File: config.mk
export PLATFORM = sky130hd
export DESIGN_NAME = evrisim_sram_arbiter
export DESIGN_NICKNAME = d
export VERILOG_FILES = /design/src/rtl/evrisim_pkg.sv /design/src/rtl/rr_arbiter2.sv /design/src/rtl/evrisim_sram_arbiter.sv
export SDC_FILE = /design/constraint.sdc
export NUM_CORES = 1
export LEC_CHECK = 0
export BUFFER_PORTS_ARGS = -buffer_cell sky130_fd_sc_hd__buf_4
export CAP_MARGIN = 20
export CORE_MARGIN = 1.5
export CORE_UTILIZATION = 44
export CTS_CLUSTER_SIZE = 25
export DETAILED_ROUTE_END_ITERATION = 10
export PLACE_DENSITY_LB_ADDON = 0.1
export SLEW_MARGIN = 10
export SYNTH_ARGS = -nofsm -noshare
export SYNTH_HDL_FRONTEND = slang
export SYNTH_SLANG_ARGS = --single-unit
File: constraint.sdc
create_clock -name clk_i -period 5.6 [get_ports clk_i]
set_input_delay 0.84 -clock clk_i [delete_from_list [all_inputs] [get_ports clk_i]]
set_output_delay 0.84 -clock clk_i [all_outputs]
set_load 0.02 [all_outputs]
File: src/rtl/evrisim_pkg.sv
// Shared definitions for the evrisim SRAM arbiter slice.
// Holds the default SRAM geometry (word width, address width, valid depth)
// and the controller state encoding used by evrisim_sram_arbiter.
package evrisim_pkg;

    localparam int unsigned DATA_WIDTH_DEF = 11;
    localparam int unsigned ADDR_WIDTH_DEF = 9;
    localparam int unsigned DEPTH_DEF      = 320;

    // INIT clears the whole valid range; RUN serves requests until reset.
    typedef enum logic {
        ST_INIT = 1'b0,
        ST_RUN  = 1'b1
    } arb_state_e;

endpackage

File: src/rtl/rr_arbiter2.sv
// Two-way round-robin arbiter.
//   clk_i, rstn_i : clock, synchronous active-low reset
//   req           : request vector (bit n = reader n)
//   update        : a granted request completed; remember who won
//   grant         : one-hot grant or zero, purely combinational from req
module rr_arbiter2 (
    input  logic       clk_i,
    input  logic       rstn_i,
    input  logic [1:0] req,
    input  logic       update,
    output logic [1:0] grant
);

    // Index of the reader granted last; reset to 1 so reader 0 wins the first tie.
    logic last_q;

    always_comb begin
        grant = 2'b00;
        case (req)
            2'b01:   grant = 2'b01;
            2'b10:   grant = 2'b10;
            2'b11:   grant = last_q ? 2'b01 : 2'b10;
            default: grant = 2'b00;
        endcase
    end

    always_ff @(posedge clk_i) begin
        if (!rstn_i) begin
            last_q <= 1'b1;
        end else if (update && (grant != 2'b00)) begin
            last_q <= grant[1];
        end
    end

endmodule

File: src/rtl/evrisim_sram_arbiter.sv
// Arbiter in front of a 1W/1R SRAM macro: one writer, two round-robin readers.
// After reset the whole valid range is cleared to zero, then requests are served.
//   clk_i, rstn_i                    : clock, synchronous active-low reset
//   wr_valid_i/wr_ready_o/addr/data  : writer request
//   rd_valid_i/rd_ready_o, rd0/rd1   : reader requests (bit n = reader n)
//   rsp_valid_o/id/err/data          : read response, one cycle after handshake
//   sram_csb0_o/addr0/din0           : macro write port (csb active-low)
//   sram_csb1_o/addr1, sram_dout1_i  : macro read port (csb active-low)
//   init_done_o                      : clear sequence finished
module evrisim_sram_arbiter
    import evrisim_pkg::*;
#(
    parameter int unsigned DATA_WIDTH = DATA_WIDTH_DEF,
    parameter int unsigned ADDR_WIDTH = ADDR_WIDTH_DEF,
    parameter int unsigned DEPTH      = DEPTH_DEF
) (
    input  logic                  clk_i,
    input  logic                  rstn_i,

    input  logic                  wr_valid_i,
    output logic                  wr_ready_o,
    input  logic [ADDR_WIDTH-1:0] wr_addr_i,
    input  logic [DATA_WIDTH-1:0] wr_data_i,

    input  logic [1:0]            rd_valid_i,
    output logic [1:0]            rd_ready_o,
    input  logic [ADDR_WIDTH-1:0] rd0_addr_i,
    input  logic [ADDR_WIDTH-1:0] rd1_addr_i,

    output logic                  rsp_valid_o,
    output logic                  rsp_id_o,
    output logic                  rsp_err_o,
    output logic [DATA_WIDTH-1:0] rsp_data_o,

    output logic                  sram_csb0_o,
    output logic [ADDR_WIDTH-1:0] sram_addr0_o,
    output logic [DATA_WIDTH-1:0] sram_din0_o,

    output logic                  sram_csb1_o,
    output logic [ADDR_WIDTH-1:0] sram_addr1_o,
    input  logic [DATA_WIDTH-1:0] sram_dout1_i,

    output logic                  init_done_o
);

    localparam logic [ADDR_WIDTH-1:0] LAST_ADDR = ADDR_WIDTH'(DEPTH - 1);

    arb_state_e            state_q, state_d;
    logic [ADDR_WIDTH-1:0] clr_cnt_q;

    logic                  rsp_valid_q;
    logic                  rsp_id_q;
    logic                  rsp_err_q;

    logic [1:0]            grant;
    logic                  win_id;
    logic [ADDR_WIDTH-1:0] win_addr;
    logic                  collide;
    logic                  wr_fire;
    logic                  rd_fire;
    logic                  wr_in_range;
    logic                  rd_in_range;

    rr_arbiter2 u_rr (
        .clk_i  (clk_i),
        .rstn_i (rstn_i),
        .req    (rd_valid_i),
        .update (rd_fire),
        .grant  (grant)
    );

    assign win_id      = grant[1];
    assign win_addr    = grant[1] ? rd1_addr_i : rd0_addr_i;
    assign wr_in_range = 32'(wr_addr_i) < DEPTH;
    assign rd_in_range = 32'(win_addr) < DEPTH;

    // A write to the address the winning reader wants goes first; the read is
    // held off one cycle so it is re-arbitrated and sees the new data.
    assign collide = wr_valid_i && (grant != 2'b00) && (win_addr == wr_addr_i);

    always_ff @(posedge clk_i) begin
        if (!rstn_i) begin
            state_q <= ST_INIT;
        end else begin
            state_q <= state_d;
        end
    end

    always_comb begin
        state_d      = state_q;
        wr_ready_o   = 1'b0;
        rd_ready_o   = 2'b00;
        wr_fire      = 1'b0;
        rd_fire      = 1'b0;
        sram_csb0_o  = 1'b1;
        sram_addr0_o = '0;
        sram_din0_o  = '0;
        sram_csb1_o  = 1'b1;
        sram_addr1_o = '0;

        case (state_q)
            ST_INIT: begin
                sram_csb0_o  = 1'b0;
                sram_addr0_o = clr_cnt_q;
                if (clr_cnt_q == LAST_ADDR) begin
                    state_d = ST_RUN;
                end
            end
            ST_RUN: begin
                wr_ready_o = 1'b1;
                wr_fire    = wr_valid_i;
                if (wr_fire && wr_in_range) begin
                    sram_csb0_o  = 1'b0;
                    sram_addr0_o = wr_addr_i;
                    sram_din0_o  = wr_data_i;
                end
                if (!collide) begin
                    rd_ready_o = grant;
                end
                rd_fire = (rd_valid_i & rd_ready_o) != 2'b00;
                if (rd_fire && rd_in_range) begin
                    sram_csb1_o  = 1'b0;
                    sram_addr1_o = win_addr;
                end
            end
            default: state_d = ST_INIT;
        endcase
    end

    always_ff @(posedge clk_i) begin
        if (!rstn_i) begin
            clr_cnt_q   <= '0;
            rsp_valid_q <= 1'b0;
            rsp_id_q    <= 1'b0;
            rsp_err_q   <= 1'b0;
        end else begin
            if (state_q == ST_INIT) begin
                clr_cnt_q <= clr_cnt_q + ADDR_WIDTH'(1);
            end
            rsp_valid_q <= rd_fire;
            rsp_err_q   <= rd_fire && !rd_in_range;
            if (rd_fire) begin
                rsp_id_q <= win_id;
            end
        end
    end

    // Read data comes straight from the macro in the response cycle; it is
    // masked to zero whenever no good response is being presented.
    assign rsp_valid_o = rsp_valid_q;
    assign rsp_id_o    = rsp_id_q;
    assign rsp_err_o   = rsp_valid_q && rsp_err_q;
    assign rsp_data_o  = (rsp_valid_q && !rsp_err_q) ? sram_dout1_i : '0;
    assign init_done_o = (state_q == ST_RUN);

endmodule
After elaboration in Yosys (flattened, before gate mapping)
Cells that the tools add are included.
- register bits: 14
- input port bits: 54
- output and inout bits: 49
- $add $sub $neg: 1
- $lt $le $gt $ge: 2
- equal/unequal tests: 5
- muxes and demuxes: 21
- bitwise gates (word level): 2
- reductions and logical operators: 12
- operators with widths (operator ; count):
    9-bit two-way mux ; 4
    11-bit two-way mux ; 3
    9-bit less-than comparator, second input constant ; 2
    9-bit one-hot mux with 2 select lines ; 1
    9-bit by 1-bit adder with 9-bit output, second input constant ; 1
    9-bit equality test ; 1
    9-bit equality test, second input constant ; 1
    1-bit logical AND ; 8
    2-bit two-way mux ; 4
    1-bit two-way mux ; 7
    2-bit one-hot mux with 3 select lines ; 1
    2-bit equality test, second input constant ; 2
    2-bit nonzero test ; 2
    2-bit AND ; 1
    2-bit by 1-bit equality test with 1-bit output, second input constant ; 1
    1-bit logical NOT ; 2
    1-bit one-hot mux with 2 select lines ; 1
    1-bit NOT ; 1

Logic depth before layout (Yosys ltp)
- depth in word-level cells: 12
- depth in mapped cells: 7

Cells and area by module
From an unflattened synthesis, not the netlist that was laid out.
- cells, all modules: 164
- area, all modules: 1260.0 sq um
- modules (own cells, without submodules) (module ; instances ; cells each ; area an instance (sq um) ; seq. area each (sq um)):
    evrisim_sram_arbiter ; 1 ; 157 ; 1201.2 ; 260.2
    rr_arbiter2 ; 1 ; 7 ; 58.8 ; 20.0

Least setup slack after synthesis
Ideal clock, no wire load.
- path type: input-to-output
- start: in rd_valid_i[1]
- end: out rd_ready_o[1]
- arrival: 2584 ps
- required time: 4760 ps
- path slack: 2176 ps
- stages on the path: 7
- path through: a21boi_4 > mux2i_1 > o221ai_1 > or4b_4 > o221ai_2 > buf_6 > nor2_1
- cells in the longest elaborated chain, start to end: 8
- RTL lines (element ; RTL line ; text):
    from (decl) ; evrisim_sram_arbiter.sv:25 ; input logic [1:0] rd_valid_i,
    2-bit equality test / 2-bit by 1-bit equality test with 1-bit output (equally long branches) ; rr_arbiter2.sv:19 ; case (req)
    2-bit one-hot mux with 3 select lines (*) ; rr_arbiter2.sv:19 ;
    9-bit two-way mux / 2-bit nonzero test (equally long branches) ; evrisim_sram_arbiter.sv:73, evrisim_sram_arbiter.sv:79 ;
    9-bit equality test / 1-bit logical AND (equally long branches) ; evrisim_sram_arbiter.sv:79 ; assign collide = wr_valid_i && (grant != 2'b00) && (win_addr == wr_addr_i);
    1-bit logical AND ; evrisim_sram_arbiter.sv:79 ;
    2-bit two-way mux (*) ; evrisim_sram_arbiter.sv:117 ; if (!collide) begin
    2-bit two-way mux (*) (2 in a row) ; evrisim_sram_arbiter.sv:101 ; case (state_q)
    to (decl) ; evrisim_sram_arbiter.sv:26 ; output logic [1:0] rd_ready_o,
Mark *: on every way between the ends. The rest lies on a longest branch, timed or not. The select of a mux whose other input is x is not followed.

Worst setup path after layout
- start: in rd_valid_i[0]
- end: out sram_csb1_o
- cells in the longest elaborated chain, start to end: 12
- RTL lines (element ; RTL line ; text):
    2-bit equality test / 2-bit by 1-bit equality test with 1-bit output (equally long branches) ; rr_arbiter2.sv:19 ;
    2-bit one-hot mux with 3 select lines ; rr_arbiter2.sv:19 ;
    9-bit two-way mux / 2-bit nonzero test (equally long branches) ; evrisim_sram_arbiter.sv:73, evrisim_sram_arbiter.sv:79 ;
    9-bit equality test / 1-bit logical AND (equally long branches) ; evrisim_sram_arbiter.sv:79 ;
    1-bit logical AND ; evrisim_sram_arbiter.sv:79 ;
    2-bit two-way mux ; evrisim_sram_arbiter.sv:117 ;
    2-bit two-way mux ; evrisim_sram_arbiter.sv:101 ;
    2-bit AND ; evrisim_sram_arbiter.sv:120 ; rd_fire = (rd_valid_i & rd_ready_o) != 2'b00;
    2-bit nonzero test ; evrisim_sram_arbiter.sv:120 ;
    1-bit logical AND (*) ; evrisim_sram_arbiter.sv:121 ; if (rd_fire && rd_in_range) begin
    1-bit two-way mux (*) ; evrisim_sram_arbiter.sv:121 ;
    1-bit two-way mux (*) ; evrisim_sram_arbiter.sv:101 ;
    to (decl) ; evrisim_sram_arbiter.sv:39 ; output logic sram_csb1_o,
Marked as above.

==> reports/qor.yml <==
outcome: "complete, no violations"
post_cts_buffers: 0
reg2reg_from: "u_rr.last_q"
grtUsageTotal_pct: 23.6
synth_seq_area_share_pct: 20.1
place_worst_setup_slack_ns: 1.23
dieArea_um2: 3510
firstDrtPassIters: 4
crit_path_top_delay_cell: "o221ai_2"
synth_cell_types: 40
total_power_w: 0.000259
initial_core_util_pct: 46.0
synth_ff_type: "dfxtp_1"
worstSkewPairLatency_ns: 0.28
antenna_found_initial: 0
rsz0062_at_grt: "false"
slew_headroom_pct: 45.5
cts.path.max_buffers: 2
io_buffers: 102
cp_common_cell: "buf_4"
io_pins: 103
synthArstFlopShare_pct: 0
yosys.area.top_type: "dfxtp_1"
finClkSkew_ns: 0.00287
hold_start: "rsp_id_o"
slew_viol_final: 0
synth_top_area_share_pct: 20.1
vias: 1651
r2r_slack_ns: 2.88
cts_max_level: 1
clock_sink_count: 14
grt-ovfl-total: 0
cts_root_buffer: "clkbuf_4"
die_h_um: 59.3
grt_max_degree: 22
cts-buffers-inserted: 3
worstRegToRegCells: 6
start_kind: "primary input"
syn_area_um2: 1390
worst-endpoint-required_ns: 4.76
end_kind: "output pin"
fin_nets: 339
hold_path.class: "reg2reg"
synth-edff-count: 0
max_freq_mhz: 229
detail_route.wl_per_cell_um: 12.9
syn-mean-instance-area_um2: 7.49
diodes: 0
setup_tns_ns: 0
synth-seq-cells: 14
synthTopCellsByArea: "dfxtp_1, and2_1, xnor2_1"
core-area_um2: 3030
slowest_delay_ns: 0.68
fp.dieW_um: 59.3
finalCritPeriodShare_pct: 78.0
syn_to_final_growth_pct: 58.6
yosys_warnings: 0
viasPerCell: 5.05
path_max_fanout: 18
finalWorstSetupSlack_ns: 1.23
initialDrtViolationCount: 79
peakVddDrop_mv: 0.101
cp.arrival_ns: 3.53
tightest_slew_ns: 0.817
reg2reg_to: "rsp_valid_o"
syn-num-nets: 241
drt-total-wl_um: 4210
p_per_area_nw_per_um2: 117
p_leak_nw: 1.05
hpwlAfterDp_um: 3490
post-route-min-period_ns: 4.37
clk_pin_slew_worst_paths_ns: 0.09
grt_pass1_vias: 1510
grt_pass1_wl_um: 6510
post-route-util_pct: 72.9
hold_buffers: 0
cts_resized: 0
hold-path-endpoint: "rsp_id_o"
critical_path_class: "in2out"
ant_nets: 0
syn_inst: 186
row_count: 20
drc_errors: 0
finalHoldViolations: 0
worstPathCellList: "buf_4 > a21boi_4 > mux2i_1 > o221ai_1 > or4b_4 > o221ai_2 > or2_2 > buf_4"
cts_tree: "done"
min_path_cells: 2
setup_violations: 0
drive_gt1_share_pct: 45.2
gp_congestion: 0.865
maxCapViolations: 0
## kinds of logic (layout without fill, tap and decap cells)
logic type,count (synthesis),count (layout),synth area share (%)
compound gates,35,35,19.0
xor+xnor,15,15,9.43
fa+ha+maj,1,1,0.898
buf+inv,27,124,8.09
flops,14,14,20.1
mux,7,7,5.03
simple gates,87,87,37.5
## synth_stat cells, types with 2 or more instances
cell / number
xor2_1: 5
nor2b_1: 6
o221a_2: 2
dfxtp_1: 14
nor3_2: 8
and3_1: 2
nand2_1: 12
nor2_1: 18
and2_1: 24
a21oi_1: 5
or2_2: 2
nor2_2: 2
inv_1: 17
mux2i_1: 7
clkbuf_1: 8
o221ai_2: 2
nor3_1: 3
a21boi_0: 2
a222oi_1: 2
o21ai_0: 12
xnor2_1: 10
a21o_1: 2
nand3_1: 4
## worst max path at each step
stage / start / to / cells after the start
final: rd_valid_i[0] / sram_csb1_o / 8
after global routing: rd_valid_i[1] / sram_csb1_o / 8
after CTS: rd_valid_i[0] / sram_csb1_o / 8
after detailed placement: rd_valid_i[0] / sram_csb1_o / 8
after global placement: rd_valid_i[0] / sram_csb1_o / 8
after floorplan: rd_valid_i[1] / rd_ready_o[1] / 7
## final cells by class
class	instances	area, µm²
Tap cell	44	55.1
Timing Repair Buffer	103	773
Clock buffer	4	36.3
Inverter	17	63.8
Fill cell	264	820
Multi-Input combinational cell	145	1000
Sequential cell	14	280
## worst max-delay path: cells and delay by family
family                 cells  cell delay (ns)
AO/OA/AOI/OAI              3             1.31
AND/OR/NAND/NOR            2             0.78
multiplexers               1             0.33
buffers and inverters      2             0.27
## registers in the layout (all words and copies together) (netlist names)
signal / flops
clr_cnt_q: 9
rsp_err_q: 1
rsp_id_o: 1
init_done_o: 1
u_rr.last_q: 1
rsp_valid_o: 1
## metrics by stage
step	cell area (µm²)	instances	hold WS, ns
after floorplan	1390	186	0.489
final	2210	327	0.492
after global placement	2170	323	0.475
after detailed placement	2170	323	0.483
after global routing	2210	327	0.539
after CTS	2210	327	0.496
## layout by cell type (no fill, tap or decap), drive strengths merged, types with 4 or more instances in the layout
master and instances:
nor2b 6, o21ai 12, dfxtp 14, inv 17, nor2 20, nor3 11, clkbuf 4, mux2i 7
xnor2 10, xor2 5, nand2 12, a21oi 5, and2 24, nand3 4, buf 103
## metal layers
layer  wire length, µm  track usage (%)
met1              1710             29.4
met2              2030             40.2
met3               416             7.42
met4                55             4.22
met5                 0                0
## power breakdown
| part | switching [W] | total, W | internal, W |
|---|---|---|---|
| Sequential | 0.00000220 | 0.000104 | 0.000101 |
| Clock | 0.0000326 | 0.0000722 | 0.0000395 |
| Combinational | 0.0000385 | 0.0000829 | 0.0000443 |
No activity file was read; power rests on OpenSTA's default activity.
